[src/rtl/aximm_stream_pkg.sv]
// Shared definitions for the AXI-MM-over-stream tunnel. The same message
// format is used by the stream server at the far end of the link.
package aximm_stream_pkg;

    // Message geometry: one 256-bit beat made of eight 32-bit words
    localparam int AXIS_W    = 256;
    localparam int WORD_W    = 32;
    localparam int MSG_WORDS = AXIS_W / WORD_W;

    // Message types carried in word 0
    localparam logic [31:0] MT_READ_REQ  = 32'd1;
    localparam logic [31:0] MT_WRITE_REQ = 32'd2;
    localparam logic [31:0] MT_READ_RSP  = 32'd3;
    localparam logic [31:0] MT_WRITE_RSP = 32'd4;

    // Word indices inside a message
    localparam int MF_TYPE    = 0;
    localparam int MF_ADDR_LO = 1;
    localparam int MF_ADDR_HI = 2;
    localparam int MF_DATA    = 3;
    localparam int MF_RESP    = 4;

    // Completion used when the far end never answers
    localparam logic [1:0]  RESP_SLVERR   = 2'b10;
    localparam logic [31:0] TIMEOUT_RDATA = 32'hDEADBEEF;

    // Client transaction states
    typedef enum logic [2:0] {
        ST_INIT,
        ST_IDLE,
        ST_SEND,
        ST_WAIT,
        ST_RESP
    } client_state_t;

    // Assemble a request message; unused words stay zero
    function automatic logic [AXIS_W-1:0] build_req(
        input logic [31:0] mtype,
        input logic [63:0] addr,
        input logic [31:0] data
    );
        logic [AXIS_W-1:0] pkt;
        pkt = '0;
        pkt[MF_TYPE*WORD_W    +: WORD_W] = mtype;
        pkt[MF_ADDR_LO*WORD_W +: WORD_W] = addr[31:0];
        pkt[MF_ADDR_HI*WORD_W +: WORD_W] = addr[63:32];
        pkt[MF_DATA*WORD_W    +: WORD_W] = data;
        return pkt;
    endfunction

endpackage

[src/rtl/axil_slave_front.sv]
// AXI-Lite slave front end: captures AW, W and AR into holding registers,
// drives the READY lines and picks which held request goes out next.
module axil_slave_front #(
    parameter int ADDR_W = 64,
    parameter int DATA_W = 32
) (
    input  logic              clk,
    input  logic              resetn,
    input  logic              init,
    input  logic [ADDR_W-1:0] awaddr,
    input  logic              awvalid,
    output logic              awready,
    input  logic [DATA_W-1:0] wdata,
    input  logic              wvalid,
    output logic              wready,
    input  logic [ADDR_W-1:0] araddr,
    input  logic              arvalid,
    output logic              arready,
    input  logic              issue,
    input  logic              b_done,
    input  logic              r_done,
    output logic              req_valid,
    output logic              req_is_write,
    output logic [63:0]       req_addr,
    output logic [DATA_W-1:0] req_data
);

    logic [ADDR_W-1:0] aw_addr_reg;
    logic [DATA_W-1:0] w_data_reg;
    logic [ADDR_W-1:0] ar_addr_reg;
    logic              aw_held_reg;
    logic              w_held_reg;
    logic              ar_held_reg;
    logic              awready_reg;
    logic              wready_reg;
    logic              arready_reg;
    logic              prio_write_reg;

    logic write_ready;
    logic read_ready;
    logic grant_write;

    assign write_ready = aw_held_reg && w_held_reg;
    assign read_ready  = ar_held_reg;
    // Contention goes to whichever kind lost the previous contention
    assign grant_write = write_ready && (!read_ready || prio_write_reg);

    assign req_valid    = write_ready || read_ready;
    assign req_is_write = grant_write;
    assign req_addr     = grant_write ? 64'(aw_addr_reg) : 64'(ar_addr_reg);
    assign req_data     = w_data_reg;

    assign awready = awready_reg;
    assign wready  = wready_reg;
    assign arready = arready_reg;

    // Capture channels independently; READYs reopen only when the matching response completes
    always_ff @(posedge clk) begin
        if (!resetn) begin
            aw_addr_reg    <= '0;
            w_data_reg     <= '0;
            ar_addr_reg    <= '0;
            aw_held_reg    <= 1'b0;
            w_held_reg     <= 1'b0;
            ar_held_reg    <= 1'b0;
            awready_reg    <= 1'b0;
            wready_reg     <= 1'b0;
            arready_reg    <= 1'b0;
            prio_write_reg <= 1'b1;
        end else begin
            if (init) begin
                awready_reg <= 1'b1;
                wready_reg  <= 1'b1;
                arready_reg <= 1'b1;
            end
            if (awvalid && awready_reg) begin
                aw_addr_reg <= awaddr;
                aw_held_reg <= 1'b1;
                awready_reg <= 1'b0;
            end
            if (wvalid && wready_reg) begin
                w_data_reg  <= wdata;
                w_held_reg  <= 1'b1;
                wready_reg  <= 1'b0;
            end
            if (arvalid && arready_reg) begin
                ar_addr_reg <= araddr;
                ar_held_reg <= 1'b1;
                arready_reg <= 1'b0;
            end
            if (b_done) begin
                aw_held_reg <= 1'b0;
                w_held_reg  <= 1'b0;
                awready_reg <= 1'b1;
                wready_reg  <= 1'b1;
            end
            if (r_done) begin
                ar_held_reg <= 1'b0;
                arready_reg <= 1'b1;
            end
            if (issue && write_ready && read_ready) begin
                prio_write_reg <= !grant_write;
            end
        end
    end

endmodule

[src/rtl/aximm_over_stream_client.sv]
// AXI-Lite slave that tunnels each access as one request beat on AXIS TX and
// completes it from the matching response beat on AXIS RX. One in flight.
module aximm_over_stream_client
    import aximm_stream_pkg::*;
#(
    parameter int          AXI_ADDR_WIDTH  = 64,
    parameter int          AXI_DATA_WIDTH  = 32,
    parameter int          AXIS_DATA_WIDTH = 256,
    parameter int unsigned TIMEOUT_CYCLES  = 1000000
) (
    input  logic                       clk,
    input  logic                       resetn,
    input  logic [AXI_ADDR_WIDTH-1:0]  S_AXI_AWADDR,
    input  logic [2:0]                 S_AXI_AWPROT,
    input  logic                       S_AXI_AWVALID,
    output logic                       S_AXI_AWREADY,
    input  logic [AXI_DATA_WIDTH-1:0]  S_AXI_WDATA,
    input  logic [3:0]                 S_AXI_WSTRB,
    input  logic                       S_AXI_WVALID,
    output logic                       S_AXI_WREADY,
    output logic [1:0]                 S_AXI_BRESP,
    output logic                       S_AXI_BVALID,
    input  logic                       S_AXI_BREADY,
    input  logic [AXI_ADDR_WIDTH-1:0]  S_AXI_ARADDR,
    input  logic [2:0]                 S_AXI_ARPROT,
    input  logic                       S_AXI_ARVALID,
    output logic                       S_AXI_ARREADY,
    output logic [AXI_DATA_WIDTH-1:0]  S_AXI_RDATA,
    output logic [1:0]                 S_AXI_RRESP,
    output logic                       S_AXI_RVALID,
    input  logic                       S_AXI_RREADY,
    output logic [AXIS_DATA_WIDTH-1:0] AXIS_TX_TDATA,
    output logic                       AXIS_TX_TVALID,
    output logic                       AXIS_TX_TLAST,
    input  logic                       AXIS_TX_TREADY,
    input  logic [AXIS_DATA_WIDTH-1:0] AXIS_RX_TDATA,
    input  logic                       AXIS_RX_TVALID,
    input  logic                       AXIS_RX_TLAST,
    output logic                       AXIS_RX_TREADY
);

    // Timer limit widened by one bit so the compare never wraps
    localparam logic [32:0] TIMEOUT_LIM = {1'b0, 32'(TIMEOUT_CYCLES)};

    client_state_t              state_reg;
    logic                       cur_write_reg;
    logic [63:0]                cur_addr_reg;
    logic [AXIS_DATA_WIDTH-1:0] tx_tdata_reg;
    logic                       tx_tvalid_reg;
    logic                       tx_tlast_reg;
    logic                       rx_tready_reg;
    logic                       bvalid_reg;
    logic [1:0]                 bresp_reg;
    logic                       rvalid_reg;
    logic [1:0]                 rresp_reg;
    logic [AXI_DATA_WIDTH-1:0]  rdata_reg;
    logic [31:0]                timer_reg;

    logic                      req_valid;
    logic                      req_is_write;
    logic [63:0]               req_addr;
    logic [AXI_DATA_WIDTH-1:0] req_data;
    logic                      issue;
    logic                      b_done;
    logic                      r_done;

    logic [31:0] rx_word [MSG_WORDS];
    logic        rx_beat;
    logic        rx_match;
    logic        timeout_hit;
    logic [31:0] exp_rsp_type;
    logic        unused_bits;

    // Split the response beat into its 32-bit message words
    for (genvar gi = 0; gi < MSG_WORDS; gi++) begin : g_rx_word
        assign rx_word[gi] = AXIS_RX_TDATA[gi*WORD_W +: WORD_W];
    end

    assign issue  = (state_reg == ST_IDLE) && req_valid;
    assign b_done = bvalid_reg && S_AXI_BREADY;
    assign r_done = rvalid_reg && S_AXI_RREADY;

    assign exp_rsp_type = cur_write_reg ? MT_WRITE_RSP : MT_READ_RSP;
    assign rx_beat      = AXIS_RX_TVALID && rx_tready_reg;
    assign rx_match     = rx_beat && (rx_word[MF_TYPE] == exp_rsp_type)
                          && ({rx_word[MF_ADDR_HI], rx_word[MF_ADDR_LO]} == cur_addr_reg);
    // Fires on the WAIT cycle whose increment would bring the timer to the limit
    assign timeout_hit  = (TIMEOUT_CYCLES != 0) && (({1'b0, timer_reg} + 33'd1) >= TIMEOUT_LIM);

    // Protection, strobes, TLAST and the padding words carry nothing this end needs
    assign unused_bits = ^{S_AXI_AWPROT, S_AXI_ARPROT, S_AXI_WSTRB, AXIS_RX_TLAST,
                           rx_word[MF_RESP][31:2], rx_word[5], rx_word[6], rx_word[7]};

    axil_slave_front #(
        .ADDR_W (AXI_ADDR_WIDTH),
        .DATA_W (AXI_DATA_WIDTH)
    ) u_front (
        .clk          (clk),
        .resetn       (resetn),
        .init         (state_reg == ST_INIT),
        .awaddr       (S_AXI_AWADDR),
        .awvalid      (S_AXI_AWVALID),
        .awready      (S_AXI_AWREADY),
        .wdata        (S_AXI_WDATA),
        .wvalid       (S_AXI_WVALID),
        .wready       (S_AXI_WREADY),
        .araddr       (S_AXI_ARADDR),
        .arvalid      (S_AXI_ARVALID),
        .arready      (S_AXI_ARREADY),
        .issue        (issue),
        .b_done       (b_done),
        .r_done       (r_done),
        .req_valid    (req_valid),
        .req_is_write (req_is_write),
        .req_addr     (req_addr),
        .req_data     (req_data)
    );

    assign AXIS_TX_TDATA  = tx_tdata_reg;
    assign AXIS_TX_TVALID = tx_tvalid_reg;
    assign AXIS_TX_TLAST  = tx_tlast_reg;
    assign AXIS_RX_TREADY = rx_tready_reg;
    assign S_AXI_BVALID   = bvalid_reg;
    assign S_AXI_BRESP    = bresp_reg;
    assign S_AXI_RVALID   = rvalid_reg;
    assign S_AXI_RRESP    = rresp_reg;
    assign S_AXI_RDATA    = rdata_reg;

    // Transaction FSM: issue request, wait for matching response or timeout, complete on B/R
    always_ff @(posedge clk) begin
        if (!resetn) begin
            state_reg     <= ST_INIT;
            cur_write_reg <= 1'b0;
            cur_addr_reg  <= '0;
            tx_tdata_reg  <= '0;
            tx_tvalid_reg <= 1'b0;
            tx_tlast_reg  <= 1'b0;
            rx_tready_reg <= 1'b0;
            bvalid_reg    <= 1'b0;
            bresp_reg     <= 2'b00;
            rvalid_reg    <= 1'b0;
            rresp_reg     <= 2'b00;
            rdata_reg     <= '0;
            timer_reg     <= '0;
        end else begin
            case (state_reg)
                ST_INIT: begin
                    // RX is drained continuously so stale beats never block the link
                    rx_tready_reg <= 1'b1;
                    state_reg     <= ST_IDLE;
                end
                ST_IDLE: begin
                    if (req_valid) begin
                        cur_write_reg <= req_is_write;
                        cur_addr_reg  <= req_addr;
                        tx_tdata_reg  <= build_req(req_is_write ? MT_WRITE_REQ : MT_READ_REQ,
                                                   req_addr, req_is_write ? req_data : 32'h0);
                        tx_tvalid_reg <= 1'b1;
                        tx_tlast_reg  <= 1'b1;
                        state_reg     <= ST_SEND;
                    end
                end
                ST_SEND: begin
                    if (AXIS_TX_TREADY) begin
                        tx_tvalid_reg <= 1'b0;
                        tx_tlast_reg  <= 1'b0;
                        timer_reg     <= '0;
                        state_reg     <= ST_WAIT;
                    end
                end
                ST_WAIT: begin
                    if (timer_reg != '1) begin
                        timer_reg <= timer_reg + 32'd1;
                    end
                    if (rx_match) begin
                        if (cur_write_reg) begin
                            bvalid_reg <= 1'b1;
                            bresp_reg  <= rx_word[MF_RESP][1:0];
                        end else begin
                            rvalid_reg <= 1'b1;
                            rresp_reg  <= rx_word[MF_RESP][1:0];
                            rdata_reg  <= rx_word[MF_DATA];
                        end
                        state_reg <= ST_RESP;
                    end else if (timeout_hit) begin
                        if (cur_write_reg) begin
                            bvalid_reg <= 1'b1;
                            bresp_reg  <= RESP_SLVERR;
                        end else begin
                            rvalid_reg <= 1'b1;
                            rresp_reg  <= RESP_SLVERR;
                            rdata_reg  <= TIMEOUT_RDATA;
                        end
                        state_reg <= ST_RESP;
                    end
                end
                ST_RESP: begin
                    if (cur_write_reg ? S_AXI_BREADY : S_AXI_RREADY) begin
                        bvalid_reg <= 1'b0;
                        rvalid_reg <= 1'b0;
                        state_reg  <= ST_IDLE;
                    end
                end
                default: state_reg <= ST_INIT;
            endcase
        end
    end

endmodule
[config.mk]
export PLATFORM = sky130hd
export DESIGN_NAME = aximm_over_stream_client
export DESIGN_NICKNAME = d
export VERILOG_FILES = /design/src/rtl/aximm_stream_pkg.sv /design/src/rtl/axil_slave_front.sv /design/src/rtl/aximm_over_stream_client.sv
export SDC_FILE = /design/constraint.sdc
export NUM_CORES = 1
export LEC_CHECK = 0
export CAP_MARGIN = 30
export CORE_AREA = 2 2 285 287
export DETAILED_ROUTE_END_ITERATION = 7
export DIE_AREA = 0 0 287 289
export PLACE_DENSITY = 0.54
export SLEW_MARGIN = 20
export SYNTH_ARGS = -nofsm -noshare
export SYNTH_HDL_FRONTEND = slang
export SYNTH_HIERARCHICAL = 1
export SYNTH_SLANG_ARGS = --single-unit
[constraint.sdc]
create_clock -name clk -period 3 [get_ports clk]
set_input_delay 0.45 -clock clk [delete_from_list [all_inputs] [get_ports clk]]
set_output_delay 0.45 -clock clk [all_outputs]
set_load 0.03 [all_outputs]
==> impl_metrics.py <==
metrics = {
    "yosys": {
        "synth.most_common_cell": "nand2_1",
        "yosys_warnings": 6,
        "synth_flop_cell": "dfxtp_1",
        "netlist.area_leader.share_pct": 40.5,
        "yosys-top-cells-count": "524 x nand2_1, 340 x dfxtp_1, 267 x a21boi_0",
        "synth-edff-count": 0,
        "yosysUniqueCellTypes": 64,
        "syn_area_per_cell_um2": 8.50,
        "synth_top_cell_by_area": "dfxtp_1",
        "async_reset_ff_share_pct": 0,
        "synth_top_cells_by_area": "dfxtp_1 41%, a21boi_0 12%, nand2_1 12%",
        "syn_area_mm2": 0.0168,
        "synth_seq_cells": 340,
        "synthCells": 1975,
        "seq_area_frac_synth_pct": 40.5,
    },
    "route": {
        "drtPass1Iterations": 5,
        "vias_per_cell": 4.19,
        "ant_nets": 0,
        "wl_per_cell_um": 17.9,
        "num_vias": 14700,
        "wl_um": 63100,
        "drt_iter0_markers": 707,
        "drc": 0,
    },
    "cts": {
        "tritoncts": "yes",
        "clk_latency_ns": 0.56,
        "numCtsBuffers": 42,
        "path_clk_slew_ns": 0.06,
        "clockBufferDepth": 3,
        "clockRootBuffer": "clkbuf_16",
        "cts_hold_buf": 0,
        "cts_sinks": 340,
        "cts-htree-levels": 2,
    },
    "placed_design": {
        "dp.cells": 3441,
        "io_buffers": 440,
        "place_ws_ns": -0.165,
        "hpwl_um": 47200,
        "place.gp.congestion": 0.823,
    },
    "timing": {
        "drv_slew": 0,
        "fin_worst_skew_ns": 0.0205,
        "period_needed_ns": 2.81,
        "period_share_pct": 93.8,
        "max_freq_ghz": 0.355,
        "setup_ws_ns": 0.187,
        "slew_headroom_pct": 51.3,
        "tightest_slew_ns": 0.731,
        "setup_violations": 0,
        "rsz0062_at_grt": "no",
        "hold_violations": 0,
    },
    "global_routing": {
        "grt_start_max_net_pins": 99,
        "overflow": 0,
        "grtUsageMet2_pct": 23.8,
        "grt_antenna_before_repair": 9,
        "use_met1_pct": 18.6,
        "grtUsageTotal_pct": 14.6,
        "grt.busiest_layer": "met2",
        "grt_pass1_vias": 14000,
        "grt_first_pass_wirelength_um": 91000,
        "gr-usage-met3_pct": 4.40,
    },
    "critical_path": {
        "critPathArrivalTime_ns": 3.26,
        "end_kind": "flip-flop",
        "crit_start": "AXIS_TX_TDATA[1]",
        "r2r_start": "AXIS_TX_TDATA[1]",
        "r2r_setup_slack_ns": 0.19,
        "critPathMaxFanout": 10,
        "r2r_end": "state_reg[2]",
        "worstPathRequired_ns": 3.45,
        "path_class": "flip-flop to flip-flop",
        "r2r_cells": 11,
        "endpoint": "state_reg[2]",
        "start_kind": "flip-flop",
    },
    "cells_and_area": {
        "stdcell_count": 3522,
        "nets": 2865,
        "drive_gt1_share_pct": 10.7,
        "synthToLayoutAreaGrowth_pct": 40.8,
    },
    "floorplanning": {
        "initial_core_util_pct": 21.0,
        "rows": 104,
        "core_area_mm2": 0.0799,
        "die_area_mm2": 0.0829,
        "die-height_um": 289,
        "die_w_um": 287,
        "ios": 736,
    },
    "run_status": {
        "outcome": "finished, final reports clean",
    },
    "power_and_ir_drop": {
        "peakVddDrop_mv": 0.322,
        "power_uw": 11300,
        "p_leak_uw": 0.00836,
        "p_per_area_mw_per_mm2": 478,
    },
    "worst_hold_path": {
        "hold_path_depth": 3,
        "holdCritPathClass": "primary input to flip-flop",
    },
    "job": {
        "drv_cap": 0,
    },
}
## worst min path at each step
stage,end,from
2_1_floorplan,u_front/aw_addr_reg[0],u_front/aw_addr_reg[0]
3_5_place_dp,S_AXI_RRESP[0],S_AXI_RRESP[0]
6_report,u_front/aw_addr_reg[35],S_AXI_AWADDR[35]
5_1_grt,u_front/ar_addr_reg[58],S_AXI_ARADDR[58]
4_1_cts,u_front/ar_addr_reg[9],S_AXI_ARADDR[9]
3_3_place_gp,S_AXI_BRESP[1],S_AXI_BRESP[1]
## critical path, stage by stage, from the launching register on
cell and delay [ns]:
dfxtp_1 0.57, nor4bb_1 0.11, buf_4 0.18, o211ai_1 0.35, nor4_1 0.11, nand4_1 0.12, buf_4 0.18, nor2_1 0.08
nor4_4 0.39, buf_4 0.18, nand2_2 0.15, a31o_2 0.27
## power breakdown
group | internal [µW] | switching, µW
Clock | 3010 | 2070
Sequential | 4640 | 80.8
Combinational | 654 | 855
## cell families after synthesis
| logic type | Yosys count | share of synthesized area (%) |
|---|---|---|
| and+or+nand+nor | 786 | 20.9 |
| AOI/OAI and AO/OA | 418 | 18.1 |
| DFF | 340 | 40.5 |
| buffers and inverters | 290 | 11.0 |
| xor gates and xnor gates | 71 | 3.70 |
| muxes | 68 | 5.63 |
| adders and majority gates | 1 | 0.0745 |
| other | 1 | 0.0223 |
## metrics by stage
stage               setup TNS (ns)  cell area (µm²)  utilization [%]  hold WS [ns]
CTS                              0            23600             29.5         0.390
global route                     0            23600             29.6         0.419
detailed placement           -5.24            22200             27.8         0.454
finish                           0            23600             29.6         0.436
floorplan                        0            17400                -         0.440
global placement             -5.89            22200             27.8         0.444
## area by class of cell
| class | count | area, µm² |
|---|---|---|
| inverter | 5 | 21.3 |
| clock inverter | 11 | 97.6 |
| timing repair buffer | 537 | 5340 |
| clock buffer | 64 | 1270 |
| multi-input combinational | 1502 | 8770 |
| sequential | 340 | 6810 |
| fill | 8585 | 56300 |
| antenna | 3 | 7.51 |
| tap | 1060 | 1330 |
## routing by layer
layer  wire length [µm]  up-vias
met5                 55        -
met4               1630        8
met3               5030       89
met2              28800      484
met1              27600     6864
li1                   -     7302
## timing repair
item,CTS,global route
gates resized for setup,0,2
setup endpoints to repair,0,28
setup buffers,0,2
## cells in the final DEF (no fill, tap or decap), types with 8 or more instances in the layout
cell type and count:
mux2_4 49, o21ai_0 42, clkdlybuf4s50_1 439, nor2_1 39
dfxtp_1 340, o221a_1 17, o31ai_1 8, nand3_1 57
mux2_2 16, a21boi_0 267, conb_1 158, and3_1 14
a21oi_1 35, a31oi_1 10, clkbuf_8 13, and2_1 25
o21a_1 14, xor2_1 20, nor3_1 15, buf_4 79
clkbuf_16 43, nand2b_1 10, nand4_1 34, buf_12 16
xnor2_1 51, nor4_1 21, clkbuf_1 9, nand2_1 521
Power figures use the tool's default switching activity.
